==> config.mk <==
export PLATFORM = sky130hd
export DESIGN_NAME = mem_wb_stage_flat
export DESIGN_NICKNAME = d
export VERILOG_FILES = /design/src/rtl/cpu8_pkg.sv /design/src/rtl/mem_wb_stage_if.sv /design/src/rtl/wb_skid_buffer.sv /design/src/rtl/mem_wb_stage.sv /design/src/flat_wrapper.sv
export SDC_FILE = /design/constraint.sdc
export NUM_CORES = 1
export LEC_CHECK = 0
export ABC_CLOCK_PERIOD_IN_PS = 5750
export CAP_MARGIN = 20
export CORE_ASPECT_RATIO = 0.9
export CORE_MARGIN = 4
export CORE_UTILIZATION = 25
export CTS_CLUSTER_SIZE = 8
export DETAILED_ROUTE_END_ITERATION = 8
export SLEW_MARGIN = 20
export SYNTH_ARGS = -nofsm -noshare
export SYNTH_HDL_FRONTEND = slang
export SYNTH_SLANG_ARGS = --single-unit
==> constraint.sdc <==
create_clock -name clk -period 5.75 [get_ports clk]
set_input_delay 1.4375 -clock clk [delete_from_list [all_inputs] [get_ports clk]]
set_output_delay 1.4375 -clock clk [all_outputs]
set_load 0.1 [all_outputs]
==> src/rtl/cpu8_pkg.sv <==
// Shared types and constants for the 8-bit CPU pipeline.
// Used by the MEM->WB stage and its writeback buffer.
package cpu8_pkg;

    localparam int DATA_W     = 8;
    localparam int REG_ADDR_W = 3;
    localparam int WB_DEPTH   = 2;

    localparam logic [REG_ADDR_W-1:0] REG_ZERO = '0;

    typedef struct packed {
        logic [DATA_W-1:0]     data;
        logic [REG_ADDR_W-1:0] reg_addr;
        logic                  regwrite;
    } wb_entry_t;

    // r0 is hardwired to zero, so a write aimed at it is never a real write
    function automatic logic real_write(input logic regwrite, input logic [REG_ADDR_W-1:0] rd);
        return regwrite && (rd != REG_ZERO);
    endfunction

endpackage

==> src/rtl/mem_wb_stage_if.sv <==
// Bundle of MEM-side capture, register-file writeback, forwarding and
// status signals for the MEM->WB stage.
interface mem_wb_stage_if #(
    parameter int CNT_W = 16
);
    import cpu8_pkg::*;

    logic                  in_valid;
    logic                  in_ready;
    logic [DATA_W-1:0]     ALUresult_mem_address;
    logic [DATA_W-1:0]     mem_data;
    logic                  MemtoReg;
    logic                  RegWrite;
    logic [REG_ADDR_W-1:0] write_reg;
    logic                  flush;
    logic                  out_ready;
    logic                  out_valid;
    logic                  wb_en;
    logic [REG_ADDR_W-1:0] wb_reg;
    logic [DATA_W-1:0]     wb_data;
    logic                  fwd_valid;
    logic [REG_ADDR_W-1:0] fwd_reg;
    logic [DATA_W-1:0]     fwd_data;
    logic [CNT_W-1:0]      retired_count;

    modport master (
        output in_valid, ALUresult_mem_address, mem_data, MemtoReg, RegWrite,
               write_reg, flush, out_ready,
        input  in_ready, out_valid, wb_en, wb_reg, wb_data,
               fwd_valid, fwd_reg, fwd_data, retired_count
    );

    modport slave (
        input  in_valid, ALUresult_mem_address, mem_data, MemtoReg, RegWrite,
               write_reg, flush, out_ready,
        output in_ready, out_valid, wb_en, wb_reg, wb_data,
               fwd_valid, fwd_reg, fwd_data, retired_count
    );

endinterface

==> src/rtl/wb_skid_buffer.sv <==
// Two-deep FIFO of writeback entries with flush; exposes the oldest (head)
// and newest (youngest) entries, both zero when empty.
module wb_skid_buffer
    import cpu8_pkg::*;
(
    input  logic      clk,
    input  logic      rst,
    input  logic      i_push,
    input  logic      i_pop,
    input  logic      i_flush,
    input  wb_entry_t i_entry,
    output logic [1:0] o_count,
    output wb_entry_t o_head,
    output wb_entry_t o_youngest
);

    wb_entry_t  r_mem [WB_DEPTH];
    logic       r_wr_ptr;
    logic       r_rd_ptr;
    logic [1:0] r_count;

    logic w_do_push;
    logic w_do_pop;

    assign w_do_push = i_push && (r_count < 2'(WB_DEPTH));
    assign w_do_pop  = i_pop  && (r_count != 2'd0);

    always_ff @(posedge clk) begin
        if (rst) begin
            r_wr_ptr <= 1'b0;
            r_rd_ptr <= 1'b0;
            r_count  <= 2'd0;
        end else if (i_flush) begin
            r_wr_ptr <= 1'b0;
            r_rd_ptr <= 1'b0;
            r_count  <= 2'd0;
        end else begin
            if (w_do_push) r_wr_ptr <= ~r_wr_ptr;
            if (w_do_pop)  r_rd_ptr <= ~r_rd_ptr;
            r_count <= r_count + 2'(w_do_push) - 2'(w_do_pop);
        end
    end

    // Storage needs no reset: every read is qualified by r_count
    always_ff @(posedge clk) begin
        if (w_do_push && !i_flush) r_mem[r_wr_ptr] <= i_entry;
    end

    always_comb begin
        o_head     = '0;
        o_youngest = '0;
        if (r_count != 2'd0) begin
            o_head     = r_mem[r_rd_ptr];
            o_youngest = r_mem[~r_wr_ptr];
        end
    end

    assign o_count = r_count;

endmodule

==> src/rtl/mem_wb_stage.sv <==
// MEM->WB pipeline stage: selects the writeback value at capture, buffers up
// to two instructions, drives the register-file port, forwarding tap and retire count.
module mem_wb_stage
    import cpu8_pkg::*;
#(
    parameter int CNT_W = 16
) (
    input  logic           clk,
    input  logic           rst,
    mem_wb_stage_if.slave  bus
);

    wb_entry_t        w_entry;
    wb_entry_t        w_head;
    wb_entry_t        w_youngest;
    logic [1:0]       w_count;
    logic             w_push;
    logic             w_pop;
    logic             w_out_valid;
    logic             w_in_ready;
    logic [CNT_W-1:0] r_retired_count;

    always_comb begin
        w_entry          = '0;
        w_entry.data     = bus.MemtoReg ? bus.mem_data : bus.ALUresult_mem_address;
        w_entry.reg_addr = bus.write_reg;
        w_entry.regwrite = real_write(bus.RegWrite, bus.write_reg);
    end

    // Full means refuse input even when the head is draining this cycle
    assign w_in_ready  = (w_count < 2'(WB_DEPTH));
    assign w_out_valid = (w_count != 2'd0);
    assign w_push      = bus.in_valid && w_in_ready;
    assign w_pop       = w_out_valid && bus.out_ready;

    wb_skid_buffer u_buf (
        .clk        (clk),
        .rst        (rst),
        .i_push     (w_push),
        .i_pop      (w_pop),
        .i_flush    (bus.flush),
        .i_entry    (w_entry),
        .o_count    (w_count),
        .o_head     (w_head),
        .o_youngest (w_youngest)
    );

    // A pop on a flush cycle still retires
    always_ff @(posedge clk) begin
        if (rst) begin
            r_retired_count <= '0;
        end else if (w_pop) begin
            r_retired_count <= r_retired_count + CNT_W'(1);
        end
    end

    always_comb begin
        bus.in_ready      = w_in_ready;
        bus.out_valid     = w_out_valid;
        bus.wb_en         = w_pop && w_head.regwrite;
        bus.wb_reg        = w_head.reg_addr;
        bus.wb_data       = w_head.data;
        bus.fwd_valid     = w_youngest.regwrite;
        bus.fwd_reg       = w_youngest.reg_addr;
        bus.fwd_data      = w_youngest.data;
        bus.retired_count = r_retired_count;
    end

endmodule

==> src/flat_wrapper.sv <==
// flat-port wrapper written by rule: the top's interface ports become plain ports
module mem_wb_stage_flat import cpu8_pkg::*;
#(
    parameter int CNT_W = 16
)
  (clk, rst, bus_in_valid, bus_ALUresult_mem_address, bus_mem_data, bus_MemtoReg, bus_RegWrite, bus_write_reg, bus_flush, bus_out_ready, bus_in_ready, bus_out_valid, bus_wb_en, bus_wb_reg, bus_wb_data, bus_fwd_valid, bus_fwd_reg, bus_fwd_data, bus_retired_count);
  mem_wb_stage_if #(.CNT_W(CNT_W)) bus_i ();
  input  logic clk;
  input  logic rst;
  input wire logic [$bits(bus_i.in_valid)-1:0] bus_in_valid;
  input wire logic [$bits(bus_i.ALUresult_mem_address)-1:0] bus_ALUresult_mem_address;
  input wire logic [$bits(bus_i.mem_data)-1:0] bus_mem_data;
  input wire logic [$bits(bus_i.MemtoReg)-1:0] bus_MemtoReg;
  input wire logic [$bits(bus_i.RegWrite)-1:0] bus_RegWrite;
  input wire logic [$bits(bus_i.write_reg)-1:0] bus_write_reg;
  input wire logic [$bits(bus_i.flush)-1:0] bus_flush;
  input wire logic [$bits(bus_i.out_ready)-1:0] bus_out_ready;
  output wire logic [$bits(bus_i.in_ready)-1:0] bus_in_ready;
  output wire logic [$bits(bus_i.out_valid)-1:0] bus_out_valid;
  output wire logic [$bits(bus_i.wb_en)-1:0] bus_wb_en;
  output wire logic [$bits(bus_i.wb_reg)-1:0] bus_wb_reg;
  output wire logic [$bits(bus_i.wb_data)-1:0] bus_wb_data;
  output wire logic [$bits(bus_i.fwd_valid)-1:0] bus_fwd_valid;
  output wire logic [$bits(bus_i.fwd_reg)-1:0] bus_fwd_reg;
  output wire logic [$bits(bus_i.fwd_data)-1:0] bus_fwd_data;
  output wire logic [$bits(bus_i.retired_count)-1:0] bus_retired_count;
  assign bus_i.in_valid = bus_in_valid;
  assign bus_i.ALUresult_mem_address = bus_ALUresult_mem_address;
  assign bus_i.mem_data = bus_mem_data;
  assign bus_i.MemtoReg = bus_MemtoReg;
  assign bus_i.RegWrite = bus_RegWrite;
  assign bus_i.write_reg = bus_write_reg;
  assign bus_i.flush = bus_flush;
  assign bus_i.out_ready = bus_out_ready;
  assign bus_in_ready = bus_i.in_ready;
  assign bus_out_valid = bus_i.out_valid;
  assign bus_wb_en = bus_i.wb_en;
  assign bus_wb_reg = bus_i.wb_reg;
  assign bus_wb_data = bus_i.wb_data;
  assign bus_fwd_valid = bus_i.fwd_valid;
  assign bus_fwd_reg = bus_i.fwd_reg;
  assign bus_fwd_data = bus_i.fwd_data;
  assign bus_retired_count = bus_i.retired_count;
  mem_wb_stage #(.CNT_W(CNT_W)) u_core (.clk(clk), .rst(rst), .bus(bus_i));
endmodule
==> run summary <==
outcome = finished clean
PortBufs = 67
cells after synthesis = 194
Post-Syn Nets = 222
Worst R2R Start = u_core.u_buf.r_wr_ptr
CP Max Fanout = 6
synth unique cells = 35
Synth async-reset ratio = 0
final setup vio count = 0
Power, Total = 0.736 mW
Num Clock Sinks = 45
Arrival @ worst endpoint = 2.73 ns
crit path capture type = output pin
post-route minimum period = 4.16 ns
largest net degree at the start of global routing = 25
Setup Skew = 0.0115 ns
synth warn = 0
Worst Hold Endpoint = u_core.bus.retired_count[15]
crit-path max cell delay = 0.58 ns
R2R depth = 1
Seq/Total Area, Yosys = 0.538
Post-DP HPWL = 3730 microns
#FFs+latches synth = 45
Yosys top cell area share = 0.340
Post-synth EDFFs = 24
Vias/cell = 4.57
hold path cells = 2
Synth Flop Type = edfxtp_1
ratio of cells with drive above 1 in the final layout = 0.0725
Reg2Reg Capture Point = u_core.u_buf.r_mem[1][9]
Antenna Nets Post-Route = 0
Max stage delay cell, worst path = clkdlybuf4s50_1
Req. time, crit path = 4.31 ns
hold violation count in the final report = 0
Leak Pwr = 0.990 nW
CP startpoint kind = primary input
fmax = 240 MHz
DRT iter0 DRCs = 36
CP Class = primary input to output pin
TritonRoute pass-1 iters = 4
global-route wire length before repair = 7710 microns
Inserted Clock Buffers = 5
GPL Wtd Cong = 0.742
Root Driver = clkbuf_8
I/O pin cnt = 68
fillcell total = 830
Reg2Reg Setup Slack = 3.80 ns
vias after detailed routing = 1,650
number of diodes = 0
Peak VDD IR = 0.0000896 V
family with the most delay on the worst path = buffers and inverters
area grow syn2layout = 41.8%
# hold bufs at CTS = 0
Hold WC Path Type = flop to flop
post-CTS setup buffers = 0
DIE AREA = 10,000 sq um
crit path cell chain = clkdlybuf4s50_1, o21ai_1, nor2_1, buf_4
worst-skew pair later-pin latency = 0.30 ns
Max-slew headroom = 0.319
worst-case clock buffer depth = 2
total grt overflow = 0
core area = 8150 sq um
Total Routing Usage GR = 0.0987
Syn Area/Cell = 10.9 sq um
CTS tree = yes
RSZ-0062 raised after global routing = no
setup_tns = 0 ns
pwr/cell area = 245 nW/um^2
post-synth design cell area = 2120 sq um
drt drc = 0
CP bufs+invs = 2
die width = 105 microns
Initial Util = 0.260
clock-pin slew on the worst setup and hold paths = 0.09 ns
cell taking the most area after synthesis = edfxtp_1
final period utilization = 0.724
max capacitance violation total = 0
H-tree depth = 2
Hold Startpoint = u_core.bus.retired_count[15]
top post-synthesis cells by area = edfxtp_1, dfxtp_1, mux2i_1
Slew @ Worst Pin = 1.02 ns
Die Y = 95.4 microns
Routed WL = 5020 microns
cts repair resizes = 0
initial antenna violation count = 0
Slew Viols, Final = 0
num rows = 31
routed len/inst = 13.9 microns
vias in the first global route = 1,518
Nets = 289
[final cells by class]
cell class | count | area (sq um) | share of cell area
Clock buffer | 6 | 72.6 | 0.0241
Clock inverter | 2 | 33.8 | 0.0112
Inverter | 4 | 15.0 | 0.00499
Multi-Input combinational cell | 137 | 945 | 0.314
Sequential cell | 45 | 1140 | 0.380
Tap cell | 99 | 124 | 0.0412
Timing Repair Buffer | 68 | 676 | 0.225
[sequential cells by signal (all words and copies together) (netlist names), named ones only]
| name | flops |
|---|---|
| u_core.u_buf.r_rd_ptr | 1 |
| u_core.u_buf.r_wr_ptr | 1 |
| u_core.u_buf.r_mem | 24 |
| u_core.bus.retired_count | 16 |
| u_core.u_buf.o_count | 2 |
[how the worst max path moves through the flow]
stage / from / to / slack [ns] / depth (start not counted)
6_report: bus_out_ready / bus_wb_en / 1.59 / 4
4_1_cts: bus_out_ready / bus_wb_en / 1.59 / 4
2_1_floorplan: bus_out_ready / bus_wb_en / 1.41 / 2
5_1_grt: u_core.u_buf.r_wr_ptr / bus_fwd_reg[1] / 1.48 / 3
3_3_place_gp: bus_out_ready / bus_wb_en / 1.62 / 4
3_5_place_dp: bus_out_ready / bus_wb_en / 1.60 / 4
[per-stage QoR]
stage | std cells | setup slack (ns) | util | instance area [sq um] | hold WS (ns)
final | 361 | 1.59 | 0.369 | 3010 | 0.482
after global routing | 361 | 1.48 | 0.369 | 3010 | 0.522
after CTS | 361 | 1.59 | 0.368 | 3000 | 0.485
after detailed placement | 353 | 1.60 | 0.355 | 2890 | 0.472
after global placement | 353 | 1.62 | 0.355 | 2890 | 0.465
after floorplan | 194 | 1.41 | - | 2120 | 0.520
[cells in the mapped netlist, drive strengths merged, types with 4 or more instances]
master,number
a21oi,4
clkbuf,6
dfxtp,21
edfxtp,24
inv,4
mux2,8
mux2i,25
nand2,6
nand4,5
nor2,41
nor3,6
o21ai,4
xnor2,7
xor2,7
[placed cells by master (no fill, tap or decap), types with 6 or more instances in the layout]
cell	instances
xor2_1	7
mux2i_1	25
edfxtp_1	24
nand2_1	6
nor3_1	6
clkdlybuf4s50_1	66
xnor2_1	7
mux2_2	8
dfxtp_1	21
nor2_1	41
[worst min-delay path: stages, from the launching register on]
cell and delay (ns):
dfxtp_1 0.33, o31ai_1 0.06, a21oi_1 0.05
[cells by family (layout without fill, tap and decap cells)]
family                     count (synthesis)  count (layout)  share of synthesized area
and+or+nand+nor                           73              73                      0.160
DFF                                       45              45                      0.538
muxes                                     33              33                      0.160
AOI/OAI and AO/OA                         15              15                     0.0496
xor gates and xnor gates                  14              14                     0.0578
buffers and inverters                     12              80                     0.0218
adders and majority gates                  2               2                     0.0118
[layer usage]
metal | share of wire | global-route usage | vias up
met5 | 0 | 0 | -
met3 | 0.030 | 0.0203 | 6
met4 | 0.019 | 0.0393 | 0
met1 | 0.43 | 0.118 | 792
li1 | - | - | 829
met2 | 0.52 | 0.175 | 23
[power by group]
group	internal (mW)	leakage [nW]	switching (mW)
combinational	0.0473	0.547	0.0997
sequential	0.347	0.390	0.00805
clock	0.128	0.0528	0.105
No activity file was read; power rests on OpenSTA's default activity.
